==> src/rtl/extreme_point_tracker_if.sv <==
// Pixel-stream and published-result bundle for extreme_point_tracker.
// master drives pixels and frame markers; slave is the tracker side.
interface extreme_point_tracker_if #(
    parameter int X_W   = 10,
    parameter int Y_W   = 10,
    parameter int CNT_W = 20
) ();
    logic             new_frm;
    logic             pix_valid;
    logic             pix_fg;
    logic [X_W-1:0]   pix_x;
    logic [Y_W-1:0]   pix_y;

    logic [X_W-1:0]   top_x;
    logic [Y_W-1:0]   top_y;
    logic [X_W-1:0]   bottom_x;
    logic [Y_W-1:0]   bottom_y;
    logic [X_W-1:0]   left_x;
    logic [Y_W-1:0]   left_y;
    logic [X_W-1:0]   right_x;
    logic [Y_W-1:0]   right_y;
    logic [X_W+1:0]   centre_x;
    logic [Y_W+1:0]   centre_y;
    logic [X_W-1:0]   angle_dx;
    logic [Y_W-1:0]   angle_dy;
    logic             rot_dir;
    logic [CNT_W-1:0] pix_count;
    logic             obj_valid;
    logic             result_valid;

    modport master (
        output new_frm, pix_valid, pix_fg, pix_x, pix_y,
        input  top_x, top_y, bottom_x, bottom_y, left_x, left_y, right_x, right_y,
        input  centre_x, centre_y, angle_dx, angle_dy, rot_dir,
        input  pix_count, obj_valid, result_valid
    );

    modport slave (
        input  new_frm, pix_valid, pix_fg, pix_x, pix_y,
        output top_x, top_y, bottom_x, bottom_y, left_x, left_y, right_x, right_y,
        output centre_x, centre_y, angle_dx, angle_dy, rot_dir,
        output pix_count, obj_valid, result_valid
    );
endinterface

==> src/rtl/extreme_point_tracker.sv <==
// Per-frame extremity tracker: finds top/bottom/left/right foreground pixels and publishes
// them one cycle after a frame-edge snapshot. Macro EPT_ANGLE_EN builds the orientation logic.
module extreme_point_tracker #(
    parameter int X_W     = 10,
    parameter int Y_W     = 10,
    parameter int FRAME_W = 640,
    parameter int FRAME_H = 480,
    parameter int CNT_W   = 20,
    parameter int MIN_PIX = 16
) (
    input  logic clk,
    input  logic rst,
    extreme_point_tracker_if.slave bus
);
    localparam logic [X_W-1:0]   XMAX  = X_W'(FRAME_W - 1);
    localparam logic [Y_W-1:0]   YMAX  = Y_W'(FRAME_H - 1);
    localparam logic [X_W:0]     FW_L  = (X_W + 1)'(FRAME_W);
    localparam logic [Y_W:0]     FH_L  = (Y_W + 1)'(FRAME_H);
    localparam logic [CNT_W:0]   MIN_L = (CNT_W + 1)'(MIN_PIX);

    typedef enum logic [0:0] {IDLE, ACCUM} state_e;

    function automatic logic [CNT_W-1:0] sat_inc(input logic [CNT_W-1:0] v);
        return (v == {CNT_W{1'b1}}) ? v : v + CNT_W'(1);
    endfunction

    state_e state_q, state_d;
    logic   r1_q, r2_q, frm_edge, snap, accept;

    logic [X_W-1:0]   top_x_q, top_x_d, bot_x_q, bot_x_d, lft_x_q, lft_x_d, rgt_x_q, rgt_x_d;
    logic [Y_W-1:0]   top_y_q, top_y_d, bot_y_q, bot_y_d, lft_y_q, lft_y_d, rgt_y_q, rgt_y_d;
    logic [CNT_W-1:0] cnt_q, cnt_d;

    logic [X_W-1:0]   s_top_x_q, s_bot_x_q, s_lft_x_q, s_rgt_x_q;
    logic [Y_W-1:0]   s_top_y_q, s_bot_y_q, s_lft_y_q, s_rgt_y_q;
    logic [CNT_W-1:0] s_cnt_q;
    logic             snap_vld_q;

    logic [X_W+1:0]   o_cx_q;
    logic [Y_W+1:0]   o_cy_q;
    logic [X_W-1:0]   o_dx_q, o_tx_q, o_bx_q, o_lx_q, o_rx_q;
    logic [Y_W-1:0]   o_dy_q, o_ty_q, o_by_q, o_ly_q, o_ry_q;
    logic             o_rot_q, o_obj_q, o_rv_q;
    logic [CNT_W-1:0] o_cnt_q;

    logic             obj_v;
    logic [X_W+1:0]   cx_sum;
    logic [Y_W+1:0]   cy_sum;
    logic [X_W-1:0]   ang_dx;
    logic [Y_W-1:0]   ang_dy;
    logic             ang_rot;

    assign frm_edge = r1_q & ~r2_q;

    always_ff @(posedge clk) begin
        if (rst) begin
            r1_q    <= 1'b0;
            r2_q    <= 1'b0;
            state_q <= IDLE;
        end else begin
            r1_q    <= bus.new_frm;
            r2_q    <= r1_q;
            state_q <= state_d;
        end
    end

    always_comb begin
        state_d = state_q;
        snap    = 1'b0;
        case (state_q)
            IDLE:    if (frm_edge) state_d = ACCUM;
            ACCUM:   snap = frm_edge;
            default: state_d = IDLE;
        endcase
    end

    assign accept = (state_q == ACCUM) & ~frm_edge & bus.pix_valid & bus.pix_fg &
                    ({1'b0, bus.pix_x} < FW_L) & ({1'b0, bus.pix_y} < FH_L);

    // Working registers: reload on snapshot, otherwise apply tie-broken extreme updates
    always_comb begin
        top_x_d = top_x_q;  top_y_d = top_y_q;
        bot_x_d = bot_x_q;  bot_y_d = bot_y_q;
        lft_x_d = lft_x_q;  lft_y_d = lft_y_q;
        rgt_x_d = rgt_x_q;  rgt_y_d = rgt_y_q;
        cnt_d   = cnt_q;
        if (snap) begin
            top_x_d = XMAX;   top_y_d = YMAX;
            bot_x_d = '0;     bot_y_d = '0;
            lft_x_d = XMAX;   lft_y_d = '0;
            rgt_x_d = '0;     rgt_y_d = YMAX;
            cnt_d   = '0;
        end else if (accept) begin
            if (bus.pix_y < top_y_q || (bus.pix_y == top_y_q && bus.pix_x < top_x_q)) begin
                top_x_d = bus.pix_x;  top_y_d = bus.pix_y;
            end
            if (bus.pix_y > bot_y_q || (bus.pix_y == bot_y_q && bus.pix_x > bot_x_q)) begin
                bot_x_d = bus.pix_x;  bot_y_d = bus.pix_y;
            end
            if (bus.pix_x < lft_x_q || (bus.pix_x == lft_x_q && bus.pix_y > lft_y_q)) begin
                lft_x_d = bus.pix_x;  lft_y_d = bus.pix_y;
            end
            if (bus.pix_x > rgt_x_q || (bus.pix_x == rgt_x_q && bus.pix_y < rgt_y_q)) begin
                rgt_x_d = bus.pix_x;  rgt_y_d = bus.pix_y;
            end
            cnt_d = sat_inc(cnt_q);
        end
    end

    always_ff @(posedge clk) begin
        if (rst) begin
            top_x_q <= XMAX;  top_y_q <= YMAX;
            bot_x_q <= '0;    bot_y_q <= '0;
            lft_x_q <= XMAX;  lft_y_q <= '0;
            rgt_x_q <= '0;    rgt_y_q <= YMAX;
            cnt_q   <= '0;
        end else begin
            top_x_q <= top_x_d;  top_y_q <= top_y_d;
            bot_x_q <= bot_x_d;  bot_y_q <= bot_y_d;
            lft_x_q <= lft_x_d;  lft_y_q <= lft_y_d;
            rgt_x_q <= rgt_x_d;  rgt_y_q <= rgt_y_d;
            cnt_q   <= cnt_d;
        end
    end

    // Snapshot stage
    always_ff @(posedge clk) begin
        if (rst) begin
            s_top_x_q <= XMAX;  s_top_y_q <= YMAX;
            s_bot_x_q <= '0;    s_bot_y_q <= '0;
            s_lft_x_q <= XMAX;  s_lft_y_q <= '0;
            s_rgt_x_q <= '0;    s_rgt_y_q <= YMAX;
            s_cnt_q   <= '0;
            snap_vld_q <= 1'b0;
        end else begin
            snap_vld_q <= snap;
            if (snap) begin
                s_top_x_q <= top_x_q;  s_top_y_q <= top_y_q;
                s_bot_x_q <= bot_x_q;  s_bot_y_q <= bot_y_q;
                s_lft_x_q <= lft_x_q;  s_lft_y_q <= lft_y_q;
                s_rgt_x_q <= rgt_x_q;  s_rgt_y_q <= rgt_y_q;
                s_cnt_q   <= cnt_q;
            end
        end
    end

    assign obj_v  = ({1'b0, s_cnt_q} >= MIN_L);
    assign cx_sum = {2'b00, s_top_x_q} + {2'b00, s_bot_x_q} + {2'b00, s_lft_x_q} + {2'b00, s_rgt_x_q};
    assign cy_sum = {2'b00, s_top_y_q} + {2'b00, s_bot_y_q} + {2'b00, s_lft_y_q} + {2'b00, s_rgt_y_q};

`ifdef EPT_ANGLE_EN
    logic [Y_W-1:0] lt_dy;
    logic [X_W-1:0] lt_dx;
    assign lt_dy   = s_lft_y_q - s_top_y_q;
    assign lt_dx   = s_top_x_q - s_lft_x_q;
    // Widths may differ, so the compare is done on zero-extended 32-bit values
    assign ang_rot = (32'(lt_dy) < 32'(lt_dx));
    assign ang_dx  = ang_rot ? lt_dx : (s_rgt_x_q - s_top_x_q);
    assign ang_dy  = ang_rot ? lt_dy : (s_rgt_y_q - s_top_y_q);
`else
    assign ang_rot = 1'b0;
    assign ang_dx  = '0;
    assign ang_dy  = '0;
`endif

    // Publish stage
    always_ff @(posedge clk) begin
        if (rst) begin
            o_tx_q <= '0;  o_ty_q <= '0;  o_bx_q <= '0;  o_by_q <= '0;
            o_lx_q <= '0;  o_ly_q <= '0;  o_rx_q <= '0;  o_ry_q <= '0;
            o_cx_q <= '0;  o_cy_q <= '0;  o_dx_q <= '0;  o_dy_q <= '0;
            o_rot_q <= 1'b0;  o_cnt_q <= '0;  o_obj_q <= 1'b0;  o_rv_q <= 1'b0;
        end else begin
            o_rv_q <= snap_vld_q;
            if (snap_vld_q) begin
                o_tx_q  <= s_top_x_q;  o_ty_q <= s_top_y_q;
                o_bx_q  <= s_bot_x_q;  o_by_q <= s_bot_y_q;
                o_lx_q  <= s_lft_x_q;  o_ly_q <= s_lft_y_q;
                o_rx_q  <= s_rgt_x_q;  o_ry_q <= s_rgt_y_q;
                o_cnt_q <= s_cnt_q;
                o_obj_q <= obj_v;
                o_cx_q  <= obj_v ? cx_sum  : '0;
                o_cy_q  <= obj_v ? cy_sum  : '0;
                o_dx_q  <= obj_v ? ang_dx  : '0;
                o_dy_q  <= obj_v ? ang_dy  : '0;
                o_rot_q <= obj_v ? ang_rot : 1'b0;
            end
        end
    end

    assign bus.top_x        = o_tx_q;
    assign bus.top_y        = o_ty_q;
    assign bus.bottom_x     = o_bx_q;
    assign bus.bottom_y     = o_by_q;
    assign bus.left_x       = o_lx_q;
    assign bus.left_y       = o_ly_q;
    assign bus.right_x      = o_rx_q;
    assign bus.right_y      = o_ry_q;
    assign bus.centre_x     = o_cx_q;
    assign bus.centre_y     = o_cy_q;
    assign bus.angle_dx     = o_dx_q;
    assign bus.angle_dy     = o_dy_q;
    assign bus.rot_dir      = o_rot_q;
    assign bus.pix_count    = o_cnt_q;
    assign bus.obj_valid    = o_obj_q;
    assign bus.result_valid = o_rv_q;
endmodule
==> src/flat_wrapper.sv <==
// flat-port wrapper written by rule: the top's interface ports become plain ports
module extreme_point_tracker_flat 
#(
    parameter int X_W     = 10,
    parameter int Y_W     = 10,
    parameter int FRAME_W = 640,
    parameter int FRAME_H = 480,
    parameter int CNT_W   = 20,
    parameter int MIN_PIX = 16
)
  (clk, rst, bus_new_frm, bus_pix_valid, bus_pix_fg, bus_pix_x, bus_pix_y, bus_top_x, bus_top_y, bus_bottom_x, bus_bottom_y, bus_left_x, bus_left_y, bus_right_x, bus_right_y, bus_centre_x, bus_centre_y, bus_angle_dx, bus_angle_dy, bus_rot_dir, bus_pix_count, bus_obj_valid, bus_result_valid);
  extreme_point_tracker_if #(.X_W(X_W), .Y_W(Y_W), .CNT_W(CNT_W)) bus_i ();
  input  logic clk;
  input  logic rst;
  input wire logic [$bits(bus_i.new_frm)-1:0] bus_new_frm;
  input wire logic [$bits(bus_i.pix_valid)-1:0] bus_pix_valid;
  input wire logic [$bits(bus_i.pix_fg)-1:0] bus_pix_fg;
  input wire logic [$bits(bus_i.pix_x)-1:0] bus_pix_x;
  input wire logic [$bits(bus_i.pix_y)-1:0] bus_pix_y;
  output wire logic [$bits(bus_i.top_x)-1:0] bus_top_x;
  output wire logic [$bits(bus_i.top_y)-1:0] bus_top_y;
  output wire logic [$bits(bus_i.bottom_x)-1:0] bus_bottom_x;
  output wire logic [$bits(bus_i.bottom_y)-1:0] bus_bottom_y;
  output wire logic [$bits(bus_i.left_x)-1:0] bus_left_x;
  output wire logic [$bits(bus_i.left_y)-1:0] bus_left_y;
  output wire logic [$bits(bus_i.right_x)-1:0] bus_right_x;
  output wire logic [$bits(bus_i.right_y)-1:0] bus_right_y;
  output wire logic [$bits(bus_i.centre_x)-1:0] bus_centre_x;
  output wire logic [$bits(bus_i.centre_y)-1:0] bus_centre_y;
  output wire logic [$bits(bus_i.angle_dx)-1:0] bus_angle_dx;
  output wire logic [$bits(bus_i.angle_dy)-1:0] bus_angle_dy;
  output wire logic [$bits(bus_i.rot_dir)-1:0] bus_rot_dir;
  output wire logic [$bits(bus_i.pix_count)-1:0] bus_pix_count;
  output wire logic [$bits(bus_i.obj_valid)-1:0] bus_obj_valid;
  output wire logic [$bits(bus_i.result_valid)-1:0] bus_result_valid;
  assign bus_i.new_frm = bus_new_frm;
  assign bus_i.pix_valid = bus_pix_valid;
  assign bus_i.pix_fg = bus_pix_fg;
  assign bus_i.pix_x = bus_pix_x;
  assign bus_i.pix_y = bus_pix_y;
  assign bus_top_x = bus_i.top_x;
  assign bus_top_y = bus_i.top_y;
  assign bus_bottom_x = bus_i.bottom_x;
  assign bus_bottom_y = bus_i.bottom_y;
  assign bus_left_x = bus_i.left_x;
  assign bus_left_y = bus_i.left_y;
  assign bus_right_x = bus_i.right_x;
  assign bus_right_y = bus_i.right_y;
  assign bus_centre_x = bus_i.centre_x;
  assign bus_centre_y = bus_i.centre_y;
  assign bus_angle_dx = bus_i.angle_dx;
  assign bus_angle_dy = bus_i.angle_dy;
  assign bus_rot_dir = bus_i.rot_dir;
  assign bus_pix_count = bus_i.pix_count;
  assign bus_obj_valid = bus_i.obj_valid;
  assign bus_result_valid = bus_i.result_valid;
  extreme_point_tracker #(.X_W(X_W), .Y_W(Y_W), .FRAME_W(FRAME_W), .FRAME_H(FRAME_H), .CNT_W(CNT_W), .MIN_PIX(MIN_PIX)) u_core (.clk(clk), .rst(rst), .bus(bus_i));
endmodule
==> config.mk <==
export PLATFORM = sky130hd
export DESIGN_NAME = extreme_point_tracker_flat
export DESIGN_NICKNAME = d
export VERILOG_FILES = /design/src/rtl/extreme_point_tracker_if.sv /design/src/rtl/extreme_point_tracker.sv /design/src/flat_wrapper.sv
export SDC_FILE = /design/constraint.sdc
export NUM_CORES = 1
export LEC_CHECK = 0
export CAP_MARGIN = 0
export CORE_MARGIN = 3
export CORE_UTILIZATION = 57
export CTS_BUF_LIST = sky130_fd_sc_hd__clkbuf_16
export CTS_CLUSTER_DIAMETER = 100
export DETAILED_ROUTE_END_ITERATION = 10
export PLACE_DENSITY = 0.81
export SLEW_MARGIN = 20
export SYNTH_ARGS = -nofsm -noshare
export SYNTH_HDL_FRONTEND = slang
export SYNTH_SLANG_ARGS = --single-unit
==> constraint.sdc <==
create_clock -name clk -period 4.6 [get_ports clk]
set_input_delay 0.46 -clock clk [delete_from_list [all_inputs] [get_ports clk]]
set_output_delay 0.46 -clock clk [all_outputs]
set_load 0.005 [all_outputs]
# Yosys cells after proc, flatten, opt, wreduce, memory -nomap -nowiden
# Index checks and enable logic that the tools add are counted.
dict set report totals {
  reg_bits 330
  latch_bits 0
  ram_bits 0
  mem_bits_ro 0
  in_bits 25
  out_inout_bits 147
  word_cells 86
  memories 0
}
dict set report classes {
  add_sub_neg 7
  n_mul 0
  div 0
  magnitude_cmp 11
  n_eq_ne 5
  shift 0
  muxes 5
  n_bitwise 9
  reduce_logical 14
}
# cell n
set ops {}
lappend ops {{12-bit by 10-bit adder with 12-bit output} 4}
lappend ops {{10-bit equality test} 4}
lappend ops {{10-bit greater-than comparator} 4}
lappend ops {{10-bit < comparator} 4}
lappend ops {{12-bit two-way mux} 2}
lappend ops {{10-bit by 10-bit adder with 11-bit output} 2}
lappend ops {{20-bit by 1-bit adder with 20-bit output (second input constant)} 1}
lappend ops {{20-bit equality test (second input constant)} 1}
lappend ops {{20-bit by 5-bit >= comparator with 1-bit output (second input constant)} 1}
lappend ops {{10-bit < comparator (second input constant)} 1}
lappend ops {{10-bit by 9-bit < comparator with 1-bit output (second input constant)} 1}
lappend ops {{2-bit AND reduction} 5}
lappend ops {{1-bit AND} 6}
lappend ops {{1-bit logical AND} 4}
lappend ops {{1-bit logical OR} 4}
lappend ops {{1-bit two-way mux} 3}
lappend ops {{1-bit inverter} 3}
lappend ops {{2-bit OR reduction} 1}

# Depth between registers and ports, before layout
dict set report logic_depth {
  depth_word 9
  ltp_mapped 16
  mapped_depth_nobuf 16
}

# Worst setup path after synthesis
# OpenSTA, ideal clock, no wires.
dict set report synth_timing {
  path_type {register to register}
  from {reg u_core.s_bot_x_q[0]}
  to {reg u_core.o_cx_q[11] (netlist: u_core.bus.centre_x[11])}
  setup_time_ns 0.131
  t_arrival_ns 3.415
  required_ns 4.469
  slack_ns 1.055
  stages_incl_launch_ff 15
  n_path_buf 0
  synth_period_minus_slack_ns 3.545
  cell_sequence {dfxtp_1 ha_1 fa_1 a21o_1 a21oi_1 o21ai_0 o41ai_1 xor2_1 fa_1 inv_1 ha_1 o41ai_1 nor2b_1 o211ai_1 o21ai_0}
}
dict set report synth_via {
  elab_chain_cells 4
}
# item line_no
set synth_rtl {}
lappend synth_rtl {{start: declaration} extreme_point_tracker.sv:34} ;# logic [X_W-1:0] s_top_x_q, s_bot_x_q, s_lft_x_q, s_rgt_x_q;
lappend synth_rtl {{start signal: assignment} extreme_point_tracker.sv:139} ;# s_bot_x_q <= bot_x_q; s_bot_y_q <= bot_y_q;
lappend synth_rtl {{10-bit by 10-bit adder with 11-bit output} extreme_point_tracker.sv:148} ;# assign cx_sum = {2'b00, s_top_x_q} + {2'b00, s_bot_x_q} + {2'b00, s_lft_x_q} + {2'b00, s_rgt_x_q};
lappend synth_rtl {{12-bit by 10-bit adder with 12-bit output (2 in series)} extreme_point_tracker.sv:148}
lappend synth_rtl {{12-bit two-way mux} extreme_point_tracker.sv:182} ;# o_cx_q <= obj_v ? cx_sum : '0;
lappend synth_rtl {{end signal: assignment} extreme_point_tracker.sv:182}
lappend synth_rtl {{end: declaration} extreme_point_tracker.sv:39} ;# logic [X_W+1:0] o_cx_q;
# Every way passes these cells.
# A chain may end at the register's enable or synchronous reset.

# Worst setup path after layout
dict set report layout_timing {
  from {reg u_core.s_bot_y_q[0]}
  to {reg u_core.o_cy_q[9] (netlist: u_core.bus.centre_y[9])}
}
dict set report layout_via {
  elab_chain_cells 4
}
# item line_no
set layout_rtl {}
lappend layout_rtl {{start: declaration} extreme_point_tracker.sv:35} ;# logic [Y_W-1:0] s_top_y_q, s_bot_y_q, s_lft_y_q, s_rgt_y_q;
lappend layout_rtl {{start signal: assignment} extreme_point_tracker.sv:139}
lappend layout_rtl {{10-bit by 10-bit adder with 11-bit output} extreme_point_tracker.sv:149} ;# assign cy_sum = {2'b00, s_top_y_q} + {2'b00, s_bot_y_q} + {2'b00, s_lft_y_q} + {2'b00, s_rgt_y_q};
lappend layout_rtl {{12-bit by 10-bit adder with 12-bit output (2 in series)} extreme_point_tracker.sv:149}
lappend layout_rtl {{12-bit two-way mux} extreme_point_tracker.sv:183} ;# o_cy_q <= obj_v ? cy_sum : '0;
lappend layout_rtl {{end signal: assignment} extreme_point_tracker.sv:183}
lappend layout_rtl {{end: declaration} extreme_point_tracker.sv:40} ;# logic [Y_W+1:0] o_cy_q;
# Every way passes these cells.

==> flow_metrics.tcl <==
set metrics [dict create \
    start_util_pct 58.06 \
    ioPinCount 172 \
    fin_nets 1976 \
    postSynth.asyncResetShare_pct 0 \
    die_h_um 171.9 \
    routed_via_density 5.750 \
    ys_seq_area_share_pct 42.10 \
    final_common_cell "dfxtp_1" \
    wl_per_cell_um 18.45 \
    utilization_pct 68.00 \
    slowest_delay_ns 0.51 \
    hold_class "in -> reg" \
    cts_tree "yes" \
    synth_edf_count 0 \
    ctsRootBufferMaster "clkbuf_16" \
    pwr_density_cell_mw_per_mm2 311.0 \
    hold_buffers 0 \
    timing.final.crit_share_pct 85.94 \
    crit_path_end_kind "register" \
    routed-wl-met2_um 18400 \
    path_cells "ha_1 > fa_1 > a21o_1 > a21oi_1 > o21ai_0 > o41ai_1 > xor2_1 > fa_1 > inv_1 > ha_1 > o41a_1 > xor2_1 > a22o_1" \
    core_area_mm2 0.02703 \
    grt_max_degree 133 \
    finClkSkew_ns 0.02687 \
    hold_viol 0 \
    cp.required_ns 5.03 \
    portBuffers 150 \
    fin_setup_tns_ns 0 \
    status "completed" \
    routed-wl-met3_um 3338 \
    dr.pass1.iters 5 \
    setup.worst_path.end "u_core.bus.centre_y[9]$_SDFFE_PP0P_" \
    cts_made_buffers 35 \
    clock.fmax_ghz 0.2529 \
    arrival_ns 4.38 \
    ctsResizeCount 0 \
    synthFlopType "dfxtp_1" \
    worst-setup-path-type "reg -> reg" \
    drive_gt1_share_pct 4.362 \
    netlist_area_mm2 0.01569 \
    static-leakage-power_nw 7.505 \
    clk_pin_slew_ns 0.06 \
    setup_viol 0 \
    cap_violations 0 \
    place_inst 2112 \
    period_minus_slack_ns 3.953 \
    finalPower_w 0.005715 \
    rsz0062_at_grt "false" \
    synth.distinct_cells 61 \
    synthToLayoutAreaGrowth_pct 17.11 \
    clkSinkCount 330 \
    r2r_cells 13 \
    yosys_warnings 0 \
    clock_latency_ns 0.53 \
    instances_no_fill 2176 \
    crit_path_start "u_core.s_bot_y_q[0]$_SDFFE_PP0P_" \
    worst_slew_pin_slew_ns 0.9670 \
    cp_slowest_cell "fa_1" \
    crit_fanout 4 \
    vias 12510 \
    place.gp.congestion 0.8975 \
    post_synth.cell_area_avg_um2 9.268 \
    htree_num_levels 2 \
    drcViolationCount 0 \
    m1WireLength_um 17260 \
    r2r_start "u_core.s_bot_y_q[0]$_SDFFE_PP0P_" \
    synth-seq-cells 330 \
    nFillCells 2095 \
    finalWirelength_um 40140 \
    fp.dieW_um 171.9 \
    start_kind "register" \
    drtIter0Drc 970 \
    grt_pass1_vias 12320 \
    grt_pass1_wl_um 63670 \
    grt.total_usage_pct 26.79 \
    die_area_mm2 0.02955 \
    post_cts_buffers 0 \
    r2r_end "u_core.bus.centre_y[9]$_SDFFE_PP0P_" \
    synthesis.instances 1693 \
    highest_layer "met4" \
    r2r_slack_ns 0.65 \
    final_cell_mix "dfxtp_1 (329), nor2_1 (202), inv_1 (176)" \
    antenna_found_initial 0 \
    maxSlewHeadroom_pct 35.46 \
    overflow 0 \
    final_max_slew_viol_count 0 \
    vdd_drop_max_mv 0.2744 \
    ant_nets 0 \
    dp_hpwl_um 28360 \
    num_rows 60 \
    clock_path_buffers 3 \
]
-- cell usage after synthesis (14+ instances only) --
| cell | count | area, µm² |
|---|---|---|
| dfxtp_1 | 330 | 6606 |
| ha_1 | 119 | 1489 |
| a21oi_1 | 60 | 300.3 |
| xnor2_1 | 15 | 131.4 |
| nand3_1 | 27 | 135.1 |
| buf_2 | 19 | 95.09 |
| nand2_1 | 110 | 412.9 |
| fa_1 | 24 | 480.5 |
| o21ai_0 | 48 | 240.2 |
| buf_1 | 14 | 52.55 |
| inv_1 | 171 | 641.9 |
| o211ai_1 | 46 | 345.3 |
| nand4_1 | 25 | 156.4 |
| xor2_1 | 32 | 280.3 |
| a22o_1 | 27 | 236.5 |
| buf_4 | 24 | 180.2 |
| and3_1 | 16 | 100.1 |
| o22ai_1 | 22 | 137.6 |
| a21o_1 | 14 | 105.1 |
| nor3_1 | 15 | 75.07 |
| a22oi_1 | 29 | 217.7 |
| mux2i_1 | 139 | 1391 |
| nor2_1 | 202 | 758.2 |
| clkbuf_1 | 48 | 180.2 |
-- metrics by stage --
stage / cell area, µm² / setup slack (ns) / hold slack, ns
after floorplan: 15770 / 1.055 / 0.4297
after global placement: 17330 / 0.8036 / 0.4426
after detailed placement: 17330 / 0.7354 / 0.4528
after CTS: 18370 / 0.7208 / 0.4535
after global routing: 18370 / 0.4012 / 0.4755
final: 18380 / 0.6466 / 0.4401
-- cell families (layout without fill, tap and decap cells) --
kind of cell             after synthesis  count (layout)  synth area share, %
AO/OA/AOI/OAI                        306             306                13.40
XOR/XNOR                              47              47                2.623
adder cells (fa/ha/maj)              143             143                12.55
buffers and inverters                280             401                7.567
flip-flops                           330             330                42.10
multiplexers                         142             142                9.082
other                                  1              22              0.02390
AND/OR/NAND/NOR                      444             444                12.65
-- cell type report --
cell class | instances | area, µm² | share of cell area (%)
well taps | 341 | 426.7 | 2.322
repair buffers | 166 | 1632 | 8.879
diodes | 1 | 2.502 | 0.01362
inverters | 172 | 646.9 | 3.520
clock inverters | 27 | 145.1 | 0.7898
multi-input cells | 1103 | 8013 | 43.60
clock buffers | 36 | 900.9 | 4.902
flip-flops and latches | 330 | 6610 | 35.97
-- where the power goes --
group	leakage, nW	switching, W	internal [W]
registers	2.66	0.00000623	0.00287
logic	4.31	0.000180	0.0000902
clock network	0.529	0.00114	0.00143
-- flip-flops by register name, summed over array words and instances (netlist names), 12 cells and up --
name,cells
u_core.cnt_q,20
u_core.s_cnt_q,20
u_core.bus.pix_count,20
u_core.bus.centre_x,12
u_core.bus.centre_y,12
-- worst min path at each step --
stage                                         startpoint                               endpoint  slack (ns)  depth (start not counted)
after floorplan                   u_core.r1_q$_SDFF_PP0_                 u_core.r2_q$_SDFF_PP0_        0.43                          1
after global placement    u_core.rgt_x_q[2]$_SDFFE_PP0P_         u_core.rgt_x_q[2]$_SDFFE_PP0P_        0.44                          2
after detailed placement  u_core.rgt_x_q[5]$_SDFFE_PP0P_         u_core.rgt_x_q[5]$_SDFFE_PP0P_        0.45                          2
after CTS                                            rst              u_core.state_q$_SDFF_PP0_        0.45                          2
after global routing      u_core.rgt_x_q[6]$_SDFFE_PP0P_         u_core.rgt_x_q[6]$_SDFFE_PP0P_        0.48                          2
final                                                rst  u_core.bus.pix_count[12]$_SDFFE_PP0P_        0.44                          2
-- critical path: cells and delay by family (launching register included) --
family / cells / cell delay [ns]
AOI/OAI and AO/OA: 6 / 1.78
xor gates and xnor gates: 2 / 0.31
adders and majority gates: 4 / 1.38
buffers and inverters: 1 / 0.04
DFF: 1 / 0.33
-- metal layers --
layer	global-route usage (%)	vias up
met5	0	-
met4	8.469	0
met3	5.853	89
met2	43.36	440
met1	36.05	5959
li1	-	6025
No activity file was read; power rests on OpenSTA's default activity.
